File: config.mk
export PLATFORM = sky130hd
export DESIGN_NAME = multicycle_main_fsm
export DESIGN_NICKNAME = d
export VERILOG_FILES = /design/src/rtl/multicycle_main_fsm.sv
export SDC_FILE = /design/constraint.sdc
export NUM_CORES = 1
export LEC_CHECK = 0
export ABC_CLOCK_PERIOD_IN_PS = 2800
export CAP_MARGIN = 20
export CORE_AREA = 2 2 67 69
export CTS_BUF_LIST = sky130_fd_sc_hd__clkbuf_4
export DETAILED_ROUTE_END_ITERATION = 7
export DIE_AREA = 0 0 69 71
export PLACE_DENSITY = 0.8
export SETUP_SLACK_MARGIN = 0.02
export SLEW_MARGIN = 10
export SYNTH_ARGS = -nofsm -noshare
export SYNTH_HDL_FRONTEND = slang
export SYNTH_SLANG_ARGS = --single-unit
File: constraint.sdc
create_clock -name clk -period 2.8 [get_ports clk]
set_input_delay 0.42 -clock clk [delete_from_list [all_inputs] [get_ports clk]]
set_output_delay 0.42 -clock clk [all_outputs]
set_load 0.1 [all_outputs]
File: src/rtl/multicycle_main_fsm.sv
// Multicycle main controller: steps each RISC-V instruction through fetch, decode,
// execute, memory and writeback, with a req/ready memory handshake and a retire counter.
module multicycle_main_fsm #(
  parameter bit MEM_HANDSHAKE = 1'b0,
  parameter bit EXT_ISA       = 1'b1,
  parameter int CNT_W         = 32
) (
  input  logic             clk,
  input  logic             reset,
  input  logic [6:0]       op,
  input  logic             mem_ready,
  output logic             mem_req,
  output logic             pcUpdate,
  output logic             branch,
  output logic             regWrite,
  output logic             memWrite,
  output logic             irWrite,
  output logic             adrSrc,
  output logic [1:0]       resSrc,
  output logic [1:0]       aluSrcA,
  output logic [1:0]       aluSrcB,
  output logic [1:0]       aluOp,
  output logic [1:0]       immSrc,
  output logic             illegal,
  output logic             instr_done,
  output logic [CNT_W-1:0] instret,
  output logic [3:0]       state
);

  typedef enum logic [3:0] {
    FETCH    = 4'd0,
    DECODE   = 4'd1,
    MEMADR   = 4'd2,
    MEMREAD  = 4'd3,
    MEMWB    = 4'd4,
    MEMWRITE = 4'd5,
    EXECUTER = 4'd6,
    EXECUTEI = 4'd7,
    ALUWB    = 4'd8,
    BEQ      = 4'd9,
    JAL      = 4'd10
  } stateT;

  localparam logic [6:0] OP_LW  = 7'b0000011;
  localparam logic [6:0] OP_SW  = 7'b0100011;
  localparam logic [6:0] OP_R   = 7'b0110011;
  localparam logic [6:0] OP_I   = 7'b0010011;
  localparam logic [6:0] OP_BEQ = 7'b1100011;
  localparam logic [6:0] OP_JAL = 7'b1101111;

  stateT curState;
  logic  rdy;
  logic  isMem;
  logic  isI;
  logic  isJal;
  logic  legal;

  // Without the handshake, memory is assumed to complete every access in one cycle.
  assign rdy   = MEM_HANDSHAKE ? mem_ready : 1'b1;
  assign isMem = (op == OP_LW) || (op == OP_SW);
  assign isI   = EXT_ISA && (op == OP_I);
  assign isJal = EXT_ISA && (op == OP_JAL);
  assign legal = isMem || (op == OP_R) || (op == OP_BEQ) || isI || isJal;
  assign state = curState;

  // NOTE: state and counter use non-blocking assignments so every register samples
  // the pre-edge values; blocking here would let later statements see updated state.
  always_ff @(posedge clk or posedge reset) begin
    if (reset) begin
      curState <= FETCH;
      instret  <= '0;
    end else begin
      if (instr_done) instret <= instret + CNT_W'(1);
      case (curState)
        FETCH:    if (rdy) curState <= DECODE;
        DECODE: begin
          if (isMem)               curState <= MEMADR;
          else if (op == OP_R)     curState <= EXECUTER;
          else if (isI)            curState <= EXECUTEI;
          else if (op == OP_BEQ)   curState <= BEQ;
          else if (isJal)          curState <= JAL;
          else                     curState <= FETCH;
        end
        MEMADR:   curState <= (op == OP_LW) ? MEMREAD : MEMWRITE;
        MEMREAD:  if (rdy) curState <= MEMWB;
        MEMWB:    curState <= FETCH;
        MEMWRITE: if (rdy) curState <= FETCH;
        EXECUTER: curState <= ALUWB;
        EXECUTEI: curState <= ALUWB;
        ALUWB:    curState <= FETCH;
        BEQ:      curState <= FETCH;
        JAL:      curState <= ALUWB;
        default:  curState <= FETCH;
      endcase
    end
  end

  // NOTE: every output gets a default before the case so no path leaves one
  // unassigned, which would otherwise infer a latch.
  always_comb begin
    mem_req    = 1'b0;
    pcUpdate   = 1'b0;
    branch     = 1'b0;
    regWrite   = 1'b0;
    memWrite   = 1'b0;
    irWrite    = 1'b0;
    adrSrc     = 1'b0;
    resSrc     = 2'b00;
    aluSrcA    = 2'b00;
    aluSrcB    = 2'b00;
    aluOp      = 2'b00;
    illegal    = 1'b0;
    instr_done = 1'b0;
    case (curState)
      FETCH: begin
        mem_req  = 1'b1;
        irWrite  = rdy;
        pcUpdate = rdy;
        aluSrcB  = 2'b10;
        resSrc   = 2'b10;
      end
      DECODE: begin
        aluSrcA = 2'b01;
        aluSrcB = 2'b01;
        illegal = ~legal;
      end
      MEMADR: begin
        aluSrcA = 2'b10;
        aluSrcB = 2'b01;
      end
      MEMREAD: begin
        mem_req = 1'b1;
        adrSrc  = 1'b1;
      end
      MEMWB: begin
        resSrc     = 2'b01;
        regWrite   = 1'b1;
        instr_done = 1'b1;
      end
      MEMWRITE: begin
        mem_req    = 1'b1;
        adrSrc     = 1'b1;
        memWrite   = 1'b1;
        instr_done = rdy;
      end
      EXECUTER: begin
        aluSrcA = 2'b10;
        aluOp   = 2'b10;
      end
      EXECUTEI: begin
        aluSrcA = 2'b10;
        aluSrcB = 2'b01;
        aluOp   = 2'b10;
      end
      ALUWB: begin
        regWrite   = 1'b1;
        instr_done = 1'b1;
      end
      BEQ: begin
        aluSrcA    = 2'b10;
        aluOp      = 2'b01;
        branch     = 1'b1;
        instr_done = 1'b1;
      end
      JAL: begin
        aluSrcA  = 2'b01;
        aluSrcB  = 2'b10;
        pcUpdate = 1'b1;
      end
      default: ;
    endcase
  end

  // Immediate format follows the opcode in every state, including FETCH.
  always_comb begin
    immSrc = 2'b00;
    case (op)
      OP_SW:   immSrc = 2'b01;
      OP_BEQ:  immSrc = 2'b10;
      OP_JAL:  immSrc = isJal ? 2'b11 : 2'b00;
      default: immSrc = 2'b00;
    endcase
  end

endmodule
Yosys cells after proc, flatten, opt, wreduce, memory -nomap -nowiden:

Cells that the tools add are included.

* add/subtract/negate cells: 1
* bitwise operators: 1
* reduce and logical (&&, ||, !) cells: 16
* div/mod/pow operators: 0
* $lt $le $gt $ge: 0
* eq/ne operators: 16
* multipliers: 0
* shifts and indexed selects: 0
* mux-type cells: 21

Operator list (count)
* 32-bit by 1-bit adder with 32-bit output, second input constant: 1
* 4-bit two-way mux: 5
* 4-bit case mux with 5 select lines: 1
* 4-bit by 3-bit equality test with 1-bit output, second input constant: 4
* 2-bit case mux with 2 select lines: 4
* 7-bit by 6-bit equality test with 1-bit output, second input constant: 2
* 7-bit equality test, second input constant: 2
* 4-bit equality test, second input constant: 3
* 2-bit OR reduction: 5
* 1-bit two-way mux: 9
* 3-bit OR reduction: 3
* 4-bit by 2-bit equality test with 1-bit output, second input constant: 2
* 4-bit OR reduction: 2
* 7-bit by 2-bit equality test with 1-bit output, second input constant: 1
* 7-bit by 5-bit equality test with 1-bit output, second input constant: 1
* 2-bit case mux with 3 select lines: 1
* 1-bit logical OR: 5
* 4-bit by 1-bit equality test with 1-bit output, second input constant: 1
* 4-bit logical NOT: 1
* 3-bit two-way mux: 1
* 1-bit inverter: 1

* input port bits: 10
* ROM bits: 0
* word-level logic and storage cells: 57
* register bits: 36
* memories kept: 0
* RAM bits: 0
* output and inout bits: 55
* bits in latches: 0

Logic depth before layout (Yosys ltp):

* depth in word-level cells: 8
* depth in mapped cells: 7
* depth with buffers taken out: 6

Least setup slack after synthesis:

Ideal clock, no wire load.

* kind: reg-to-output
* start point: reg curState[3] (netlist: state[3])
* end point: out illegal
* cell stages (with the launch flop): 5
* path slack: -2038 ps
* data arrival time: 4418 ps
* path through: dfrtp_1 > clkbuf_8 > or2_2 > clkbuf_1 > nor4_1

* cells in the longest elaborated chain, start to end: 2

Ends and longest elaborated chain
* from (decl): line 51 `stateT curState;`
* from (signal assigned): line 84 `MEMADR: curState <= (op == OP_LW) ? MEMREAD : MEMWRITE;`
* 4-bit by 1-bit equality test with 1-bit output: line 114 `case (curState)`
* 1-bit two-way mux: line 114
* to (decl): line 24 `output logic illegal,`

No other way between the ends.

Worst setup path in the final report:

* start point: reg curState[2] (netlist: state[2])
* end point: out mem_req

* cells in the longest elaborated chain, start to end: 3
* elaborated cells on any way between the ends: 5

Ends and longest elaborated chain
* 4-bit by 3-bit equality test with 1-bit output (tied with other cells): line 114
* 3-bit OR reduction (no source line) (*)
* 1-bit two-way mux (*): line 114
* to (decl): line 12 `output logic mem_req,`

Mark *: on every way between the ends. The rest lies on a longest branch, timed or not.

==> metrics.cfg <==
[floorplan]
rows = 24
core-area_sq_mm = 0.004204
initial_core_util = 0.4503
fp.dieH_microns = 71
dieArea_sq_mm = 0.004899
die_w_microns = 69
ioPinCount = 65

[placement]
placed_cell_area_sq_mm = 0.002540
place_ws_ps = 388.8
gp_congestion = 0.7421
hpwl_mm = 3.084
io_buffers = 63

[setup_path]
critPathArrivalTime_ps = 2030
crit_type = reg -> out
cp-end-kind = output pin
reg2reg_slack_ps = 580
reg2reg_from = state[2]
crit_start = state[2]
critPathRequiredTime_ps = 2380
critPathLaunchType = register
path_max_fanout = 10

[global_routing]
grt_pass1_vias = 1507
grt_pass1_wl_mm = 7.113
grt-ovfl-total = 0
grt_usage = 0.1797
grt_max_degree = 37
antenna_found_initial = 0

[sta]
min_period_ps = 2448
tightest_slew_ps = 602.0
rsz0062_at_grt = false
setup_viol_count_final = 0
clock.fmax_mhz = 408.5
fin_hold_ws_ps = 463.4
hold_violations = 0
slew_violations = 0
finalSetupTns_ps = 0
maxSlewHeadroom = 0.5956
fin_ws_ps = 352.3
fin_skew_ps = 10.12
period_share = 0.8742

[power]
power.leakage_nw = 1.272
power_density_mw_per_mm2 = 772.0
vdd_drop_max_v = 0.0006393

[yosys]
ys.flop_type = dfrtp_1
ys_seq_area_frac = 0.4759
synth_nets = 197
async_flop_share = 1.000
avgSynthCellArea_sq_um = 10.18
synth.most_common_cell = dfrtp_1
ys_types = 37
synth_seq_cells = 36
synth_edf_count = 0
syn_inst = 186
synth_top_area_share = 0.4759
synthTopCellsByCount = 36 x dfrtp_1, 19 x xnor2_1, 18 x nor2_1
yosys-top-cells-area = dfrtp_1 48%, xnor2_1 8.8%, xor2_1 6.9%
yosys.area.top_type = dfrtp_1
ys_warn_count = 0
synthesis.area_sq_mm = 0.001893

[clock_tree]
clock-root-buffer = clkbuf_4
cts_buffer_depth = 2
post-cts-setup-buffers = 0
cts.sinks = 36
clk_latency_ps = 340
cts_tree = yes
cts-resized-gates = 0
numCtsBuffers = 5
htree_levels = 2
hold_buffers = 0
clk_pin_slew_worst_paths_ps = 100

[route]
ant_nets = 0
drc_errors = 0
drt_pre_antenna_iters = 4
routed_wl_mm = 4.152
via_per_inst = 5.238
drt-initial-drc-count = 95
wl_per_cell_microns = 13.75
vias = 1582

[status]
status = complete, no violations

[layout]
nFillCells = 391
drive_gt1_frac = 0.3360
design_area_sq_mm = 0.002596
final_util = 0.6176
nNetsFinal = 260
area_delta_synth_final_pct = 37.14
diodes = 0

[min_path]
hold_class = in -> async

[job]
cap_violations = 0

metal layers:
| layer | share of wire | up-vias | GRT usage |
|---|---|---|---|
| li1 | - | 762 | - |
| met4 | 0.017 | 0 | 0.07190 |
| met5 | 0 | - | 0 |
| met3 | 0.053 | 8 | 0.03704 |
| met1 | 0.43 | 762 | 0.2268 |
| met2 | 0.50 | 50 | 0.3034 |
kinds of logic after synthesis:
logic type | Yosys count | share of synthesized area
fa+ha+maj | 1 | 0.006608
mux | 1 | 0.005948
compound gates | 11 | 0.03635
buf+inv | 13 | 0.04295
xor+xnor | 35 | 0.1718
simple gates | 89 | 0.2604
flops | 36 | 0.4759
worst max-delay path, cell delays in order (launching register included):
cell and delay [ps]:
dfrtp_4 580, or2_4 300, nor3_1 400, or2_2 230
buf_12 170
report_power, final:
| group | switching, mW | leakage, nW | internal [mW] |
|---|---|---|---|
| Clock | 0.175 | 0.0293 | 0.105 |
| Sequential | 0.0593 | 0.491 | 0.547 |
| Combinational | 0.833 | 0.751 | 0.285 |
final timing paths:
check	cells past startpoint	to
setup reg to reg	5	instret[31]
hold / removal	3	instret[23]
min in group clk	1	instret[26]
max in group asynchronous	3	state[2]
hold reg to reg	1	instret[26]
setup / recovery	4	mem_req
state kept, by name (all words and copies together) (netlist names):
register  flops
state         4
instret      32
per-stage QoR:
| stage | power (mW) | instances |
|---|---|---|
| after detailed placement | 1.740 | 294 |
| after CTS | 2.019 | 302 |
| final | 2.004 | 302 |
| after floorplan | 1.450 | 186 |
| after global routing | 2.085 | 302 |
| after global placement | 1.734 | 294 |
area by class of cell:
type                            count  area (sq um)  area share
Sequential cell                    36         910.9      0.3508
Timing Repair Buffer               65         583.1      0.2246
Clock buffer                        6         45.04     0.01735
Clock inverter                      2         11.26    0.004337
Inverter                            4         15.01    0.005783
Tap cell                           52         65.06     0.02506
Multi-Input combinational cell    137         965.9      0.3720
cells in the final DEF (no fill, tap or decap), types with 2 or more instances in the layout:
cell type / count
buf_4: 51
dfrtp_1: 32
xnor2_1: 19
nor2_1: 16
nand2_1: 15
xor2_1: 15
nand3_1: 11
clkdlybuf4s50_1: 8
nor3_1: 6
and3_1: 6
clkbuf_4: 6
buf_12: 6
nand4_1: 4
inv_1: 4
nand2b_1: 4
nor3b_1: 3
and4_1: 3
nor4_1: 3
a21oi_1: 3
nor3_2: 3
and3b_1: 2
or2_2: 2
nor2_2: 2
a31oi_1: 2
o21ai_0: 2
dfrtp_2: 2
dfrtp_4: 2
Note: power is estimated with default switching activity, not from simulation.
